--- src/rtl/mem_port_arbiter.sv ---
// mem_port_arbiter
// Shares one single-ported memory between the instruction-fetch requester
// (i_*) and the load/store requester (d_*). Each access goes through a
// registered request/acknowledge handshake on both sides. A streak counter
// forces a fetch grant after MAX_DSTREAK consecutive data grants made while
// a fetch was waiting. A per-access timeout aborts an access the memory
// never acknowledges.
//
// Ports
//   clk, reset             system clock, async active-high reset
//   i_req/i_addr           fetch request and word address
//   i_ack/i_rdata          one-cycle fetch completion and fetched word
//   d_req/d_we/d_addr/d_wdata  data request, store flag, address, store data
//   d_ack/d_rdata          one-cycle data completion and load data
//   err                    pulses with i_ack/d_ack when the access timed out
//   mem_req/mem_we/mem_addr/mem_wdata  registered memory request
//   mem_ack/mem_rdata      memory completion and read data
//   stall                  high while either requester is waiting
//
// state   | meaning
// --------+-------------------------------------------------------------
// IDLE    | sampling i_req/d_req, granting one of them
// BUSY_I  | fetch access outstanding, waiting for mem_ack or timeout
// BUSY_D  | data access outstanding, waiting for mem_ack or timeout
// ACK     | armed ack (and err) visible for this one cycle

module mem_port_arbiter #(
  parameter int DATA_W      = 32,
  parameter int MAX_DSTREAK = 2,
  parameter int TIMEOUT     = 15
) (
  input  logic              clk,
  input  logic              reset,
  input  logic              i_req,
  input  logic [DATA_W-1:0] i_addr,
  output logic              i_ack,
  output logic [DATA_W-1:0] i_rdata,
  input  logic              d_req,
  input  logic              d_we,
  input  logic [DATA_W-1:0] d_addr,
  input  logic [DATA_W-1:0] d_wdata,
  output logic              d_ack,
  output logic [DATA_W-1:0] d_rdata,
  output logic              err,
  output logic              mem_req,
  output logic              mem_we,
  output logic [DATA_W-1:0] mem_addr,
  output logic [DATA_W-1:0] mem_wdata,
  input  logic              mem_ack,
  input  logic [DATA_W-1:0] mem_rdata,
  output logic              stall
);

  localparam int SW = (MAX_DSTREAK < 1) ? 1 : $clog2(MAX_DSTREAK + 1);
  localparam int TW = (TIMEOUT < 1) ? 1 : $clog2(TIMEOUT + 1);
  localparam logic [SW-1:0] DSTREAK_MAX = SW'(MAX_DSTREAK);
  // Counter value during the last BUSY cycle before the abort (count starts at 0)
  localparam logic [TW-1:0] TCNT_LAST   = TW'(TIMEOUT - 1);

  typedef enum logic [1:0] {
    ST_IDLE   = 2'd0,
    ST_BUSY_I = 2'd1,
    ST_BUSY_D = 2'd2,
    ST_ACK    = 2'd3
  } state_t;

  state_t         state;
  logic [SW-1:0]  dstreak;
  logic [TW-1:0]  tcnt;
  logic           grant_d;
  logic           timeout_hit;

  // Data wins ties unless the fetch side has already been passed over too often
  assign grant_d     = d_req & ~(i_req & (dstreak == DSTREAK_MAX));
  assign timeout_hit = (TIMEOUT != 0) && (tcnt == TCNT_LAST);
  assign stall       = (i_req & ~i_ack) | (d_req & ~d_ack);

  always_ff @(posedge clk or posedge reset) begin
    if (reset) begin
      state     <= ST_IDLE;
      dstreak   <= '0;
      tcnt      <= '0;
      mem_req   <= 1'b0;
      mem_we    <= 1'b0;
      mem_addr  <= '0;
      mem_wdata <= '0;
      i_ack     <= 1'b0;
      d_ack     <= 1'b0;
      err       <= 1'b0;
      i_rdata   <= '0;
      d_rdata   <= '0;
    end else begin
      case (state)
        ST_IDLE: begin
          if (i_req | d_req) begin
            mem_req <= 1'b1;
            tcnt    <= '0;
            if (grant_d) begin
              mem_we    <= d_we;
              mem_addr  <= d_addr;
              mem_wdata <= d_wdata;
              state     <= ST_BUSY_D;
              if (i_req && (dstreak != DSTREAK_MAX)) dstreak <= dstreak + 1'b1;
            end else begin
              mem_we    <= 1'b0;
              mem_addr  <= i_addr;
              mem_wdata <= '0;
              state     <= ST_BUSY_I;
              dstreak   <= '0;
            end
          end
        end

        ST_BUSY_I, ST_BUSY_D: begin
          tcnt <= tcnt + 1'b1;
          // A completing ack in the timeout cycle takes priority over the abort
          if (mem_ack) begin
            mem_req <= 1'b0;
            state   <= ST_ACK;
            if (state == ST_BUSY_I) begin
              i_ack   <= 1'b1;
              i_rdata <= mem_rdata;
            end else begin
              d_ack   <= 1'b1;
              d_rdata <= mem_rdata;
            end
          end else if (timeout_hit) begin
            mem_req <= 1'b0;
            err     <= 1'b1;
            state   <= ST_ACK;
            if (state == ST_BUSY_I) begin
              i_ack   <= 1'b1;
              i_rdata <= '0;
            end else begin
              d_ack   <= 1'b1;
              d_rdata <= '0;
            end
          end
        end

        ST_ACK: begin
          i_ack <= 1'b0;
          d_ack <= 1'b0;
          err   <= 1'b0;
          state <= ST_IDLE;
        end

        default: state <= ST_IDLE;
      endcase
    end
  end

endmodule

--- config.mk ---
export PLATFORM = sky130hd
export DESIGN_NAME = mem_port_arbiter
export DESIGN_NICKNAME = d
export VERILOG_FILES = /design/src/rtl/mem_port_arbiter.sv
export SDC_FILE = /design/constraint.sdc
export NUM_CORES = 1
export LEC_CHECK = 0
export BUFFER_PORTS_ARGS = -buffer_cell sky130_fd_sc_hd__clkbuf_2
export CAP_MARGIN = 20
export CORE_UTILIZATION = 50
export DETAILED_ROUTE_END_ITERATION = 16
export HOLD_SLACK_MARGIN = 0.02
export PLACE_DENSITY_LB_ADDON = 0.15
export SYNTH_ARGS = -nofsm -noshare
export SYNTH_HDL_FRONTEND = slang
export SYNTH_SLANG_ARGS = --single-unit
--- constraint.sdc ---
create_clock -name clk -period 7 [get_ports clk]
set_clock_uncertainty 0.2 [all_clocks]
set_input_delay 1.05 -clock clk [delete_from_list [all_inputs] [get_ports clk]]
set_output_delay 1.05 -clock clk [all_outputs]
set_load 0.01 [all_outputs]
## Yosys cells after proc, flatten, opt, wreduce, memory -nomap -nowiden

Cells that the tools add are included.

| cells by class | value |
|---|---|
| add/sub/neg operators | 2 |
| equality and inequality tests | 11 |
| multiplexer cells | 35 |
| bitwise gates (word level) | 10 |
| reductions and logical operators | 15 |

Operator list:

| kind | count |
|---|---|
| 2-to-1 mux 32 bit | 10 |
| AND reduction 3 bit | 5 |
| 2-to-1 mux 1 bit | 12 |
| 2-to-1 mux 2 bit | 6 |
| != test 2 bit (second input constant) | 4 |
| one-hot mux 1 bit (2 select lines) | 4 |
| one-hot mux 4 bit (2 select lines) | 1 |
| AND reduction 2 bit | 4 |
| equality test 2 bit (second input constant) | 3 |
| one-hot mux 2 bit (3 select lines) | 1 |
| nonzero test 2 bit | 3 |
| adder 4 x 1 -> 4 bit (second input constant) | 1 |
| bitwise AND 1 bit | 4 |
| equality test 4 bit (second input constant) | 1 |
| 2-to-1 mux 4 bit | 1 |
| NOT 1 bit | 4 |
| != test 3 bit (second input constant) | 1 |
| adder 2 x 1 -> 2 bit (second input constant) | 1 |
| equality test 2 x 1 -> 1 bit (second input constant) | 1 |
| logical NOT 2 bit | 1 |
| != test 2 x 1 -> 1 bit (second input constant) | 1 |
| OR 1 bit | 2 |
| OR reduction 2 bit | 1 |
| logical AND 1 bit | 1 |

| word-level totals | value |
|---|---|
| flip-flop bits (word level) | 141 |
| input port bits | 134 |
| output and inout bits | 134 |
| logic and storage cells | 85 |

## Logic depth before layout (Yosys ltp)

| depth | value |
|---|---|
| depth in word-level cells | 7 |
| depth in mapped cells | 7 |
| mapped depth without buffers | 5 |

## Worst setup path before layout

Ideal clock, no wire load.

| timing | value |
|---|---|
| path kind | input port to output port |
| from | input port i_req |
| to | output port stall |
| data arrival time | 1.455 ns |
| required time | 5.750 ns |
| setup slack | 4.295 ns |
| stages | 2 |
| path buffers | 1 |
| cells stage by stage | buf_2 a22o_1 |

| between the ends | value |
|---|---|
| cells in the longest elaborated chain, start to end | 2 |

RTL lines:

| element | line | source |
|---|---|---|
| start, declared | 34 | `input logic i_req,` |
| bitwise AND 1 bit | 76 | `assign stall = (i_req & ~i_ack) \| (d_req & ~d_ack);` |
| OR 1 bit | 76 |  |
| end, declared | 51 | `output logic stall` |

No other way between the ends.

## Worst setup path after layout

| timing | value |
|---|---|
| from | input port d_req |
| to | register mem_wdata[29] |

| between the ends | value |
|---|---|
| cells in the longest elaborated chain, start to end | 2 |
| elaborated cells on any way between the ends | 4 |
| classes of those cells | mux: 1; bitwise: 2; reduce/logical: 1 |

RTL lines:

| element | line | source |
|---|---|---|
| start, declared | 38 | `input logic d_req,` |
| bitwise AND 1 bit or OR 1 bit (tied branches) | 74, 95 |  |
| 2-to-1 mux 32 bit or AND reduction 2 bit (tied branches) | -- |  |
| end signal, assigned | 101 | `mem_wdata <= d_wdata;` |
| end, declared | 48 | `output logic [DATA_W-1:0] mem_wdata,` |

Several ways; a longest one is shown, not always the timed one.
A chain may end at the register's enable or synchronous reset.

==> flow_metrics.py <==
metrics = {
    "clocking": {
        "cts.clk_slew.worst_paths_ns": 0.05,
        "clock-root-buffer": "clkbuf_16",
        "ctsHoldBuffers": 0,
        "cts_tree": "yes",
        "insertion_delay_ns": 0.41,
        "cts_buffers": 17,
        "cts_resized": 0,
        "cts.sinks": 141,
        "post_cts_buffers": 0,
        "htreeDepth": 4,
        "cts_max_path_buffers": 2,
    },
    "timing": {
        "setup_viol": 0,
        "period_share_pct": 41.4,
        "fin_crit_ns": 2.90,
        "fin_tns_setup_ns": 0,
        "hold_slack_ns": 0.288,
        "worst_pin_slew_ns": 0.854,
        "maxSlewViolCount": 0,
        "rsz0062_at_grt": "false",
        "fmax_ghz": 0.345,
        "maxSlewHeadroom_pct": 42.9,
        "hold_viol": 0,
        "fin_ws_ns": 4.10,
    },
    "power_and_ir_drop": {
        "switching_power_mw": 1.38,
        "p_int_mw": 2.47,
        "swShare_pct": 35.9,
        "comb_power_share_pct": 39.3,
        "p_leak_nw": 4.08,
        "p_seq_share_pct": 36.7,
        "power_density_mw_per_mm2": 504,
        "clkPwrFrac_pct": 24.0,
        "vdd_drop_max_mv": 0.243,
    },
    "floorplanning": {
        "coreArea_mm2": 0.0109,
        "start_util_pct": 51.6,
        "die_area_mm2": 0.0117,
        "fp.dieW_um": 108,
        "io_pins": 268,
        "die_h_um": 108,
        "std_cell_rows": 38,
    },
    "synthesis": {
        "syn_nets": 613,
        "synth_seq_cells": 141,
        "synth_area_mm2": 0.00564,
        "ys_seq_area_share_pct": 62.5,
        "yosysWarnings": 0,
        "avgSynthCellArea_um2": 11.9,
        "synth_edf_count": 0,
        "ys.flop_type": "dfrtp_1",
        "synth_cells": 473,
        "yosysUniqueCellTypes": 38,
        "synthArstFlopShare_pct": 100,
    },
    "critical_path": {
        "cp.required_ns": 7.14,
        "end_kind": "flop",
        "worstSetupPathType": "input pin to flop",
        "crit_fanout": 34,
        "reg2reg_slack_ns": 4.31,
        "worstSetupStartpointType": "input pin",
        "cp-startpoint": "d_req",
        "crit-reg2reg-launch": "dstreak[0]",
        "crit_arrival_ns": 3.04,
    },
    "global_routing": {
        "grt_max_degree": 91,
        "overflow": 0,
        "grt_pass1_vias": 4532,
        "grt_pass1_wl_um": 22500,
        "grt.total_usage_pct": 25.2,
        "antenna_found_initial": 0,
    },
    "routing": {
        "route.detailed.drc": 0,
        "via_count": 4792,
        "first_pass_iters": 5,
        "routedWlPerCell_um": 16.7,
        "vias_per_cell": 5.45,
        "ant_nets": 0,
        "wl_um": 14700,
        "drtIter0Drc": 306,
    },
    "layout": {
        "diodes": 0,
        "num-nets-final": 869,
        "final_area_mm2": 0.00765,
        "drive_above_1_share_pct": 42.1,
        "utilization_pct": 69.9,
        "nFillCells": 814,
        "syn_to_final_growth_pct": 35.5,
    },
    "hold_path": {
        "worstHoldStart": "state[1]",
        "worstHoldPathType": "flop to flop",
    },
    "placement": {
        "io_buffers": 267,
        "place.gp.congestion": 0.779,
        "place_ws_ns": 3.45,
        "dp_hpwl_um": 10300,
        "placed_cell_area_mm2": 0.00702,
    },
    "outcome": {
        "status": "complete, no violations",
    },
    "flow_run": {
        "max-cap-violations": 0,
    },
}
[metal layers]
metal / track usage (%) / up-vias / share of wire [%]
li1: - / 2224 / -
met1: 32.0 / 2323 / 41
met2: 41.1 / 216 / 49
met3: 6.33 / 29 / 7.2
met4: 10.7 / 0 / 2.2
met5: 0 / - / 0
[critical path, stage by stage]
cell,delay [ns]
clkbuf_2,0.20
a21boi_4,0.73
and2_1,0.64
buf_8,0.24
a22o_1,0.15
[logic make-up after synthesis]
logic type | after synthesis | synth area share, %
compound gates | 186 | 24.1
flops | 141 | 62.5
simple gates | 89 | 6.90
buf+inv | 47 | 4.48
fa+ha+maj | 6 | 1.33
mux | 4 | 0.710
[flip-flops by register name (all words and copies together) (netlist names), named ones only]
| signal | cells |
|---|---|
| mem_addr | 32 |
| d_rdata | 32 |
| tcnt | 4 |
| i_rdata | 32 |
| dstreak | 2 |
| state | 2 |
| mem_wdata | 32 |
| err | 1 |
| mem_we | 1 |
| d_ack | 1 |
| mem_req | 1 |
[power by group through the flow]
stage                     clock [mW]  sequential (mW)  combinational (mW)
after floorplan                    0             1.56               0.786
after global placement             0             1.41                1.47
after detailed placement           0             1.41                1.52
after CTS                      0.940             1.41                1.53
after global routing           0.981             1.46                1.66
final                          0.924             1.41                1.52
[synthesized netlist by cell type (2+ instances only)]
cell type  number  area share (%)
o22ai_1         2            0.22
and2_1          2            0.22
a21o_1          2            0.27
o21a_1          2            0.27
a21oi_1        66             5.9
or3b_2          2            0.31
nand2_1        37             2.5
ha_1            6             1.3
a22o_1         98              15
dfrtp_1       141              63
o21ai_0         4            0.35
nor2_1         34             2.3
mux2i_1         4            0.71
clkbuf_1        4            0.27
a211oi_1        2            0.27
buf_2          25             2.2
inv_1           9            0.60
buf_4           6            0.80
nand3_1         5            0.44
nand4b_1        2            0.31
buf_6           3            0.60
[per-stage QoR]
stage | instances | total power, mW
floorplan | 473 | 2.34
global placement | 848 | 2.87
detailed placement | 849 | 2.93
CTS | 878 | 3.88
global route | 879 | 4.10
finish | 879 | 3.86
[cell type report]
cell class | count | area [µm²] | share of cell area (%)
inverter | 9 | 38.8 | 0.507
clock inverter | 10 | 166 | 2.18
multi-input combinational | 285 | 1870 | 24.5
timing repair buffer | 275 | 1420 | 18.6
sequential | 141 | 3530 | 46.1
clock buffer | 19 | 443 | 5.79
tap | 140 | 175 | 2.29
[cell usage in the layout (no fill, tap or decap), drive strengths merged, types with 6 or more instances in the layout]
| cell type | netlist | routed |
|---|---|---|
| nand2 | 37 | 37 |
| ha | 6 | 6 |
| nor2 | 34 | 34 |
| clkbuf | 4 | 286 |
| inv | 9 | 10 |
| a21oi | 66 | 66 |
| a22o | 98 | 98 |
| buf | 34 | 8 |
| dfrtp | 141 | 141 |
[path summary, 6_finish.rpt]
path	end	cells after the start
worst min-delay path	flop	1
worst max register to register	mem_wdata[29]	6
worst min register to register	flop	1
worst max-delay path	mem_wdata[29]	5
min in group asynchronous	d_rdata[28]	2
max in group asynchronous	mem_we	3
Power figures use the tool's default switching activity.
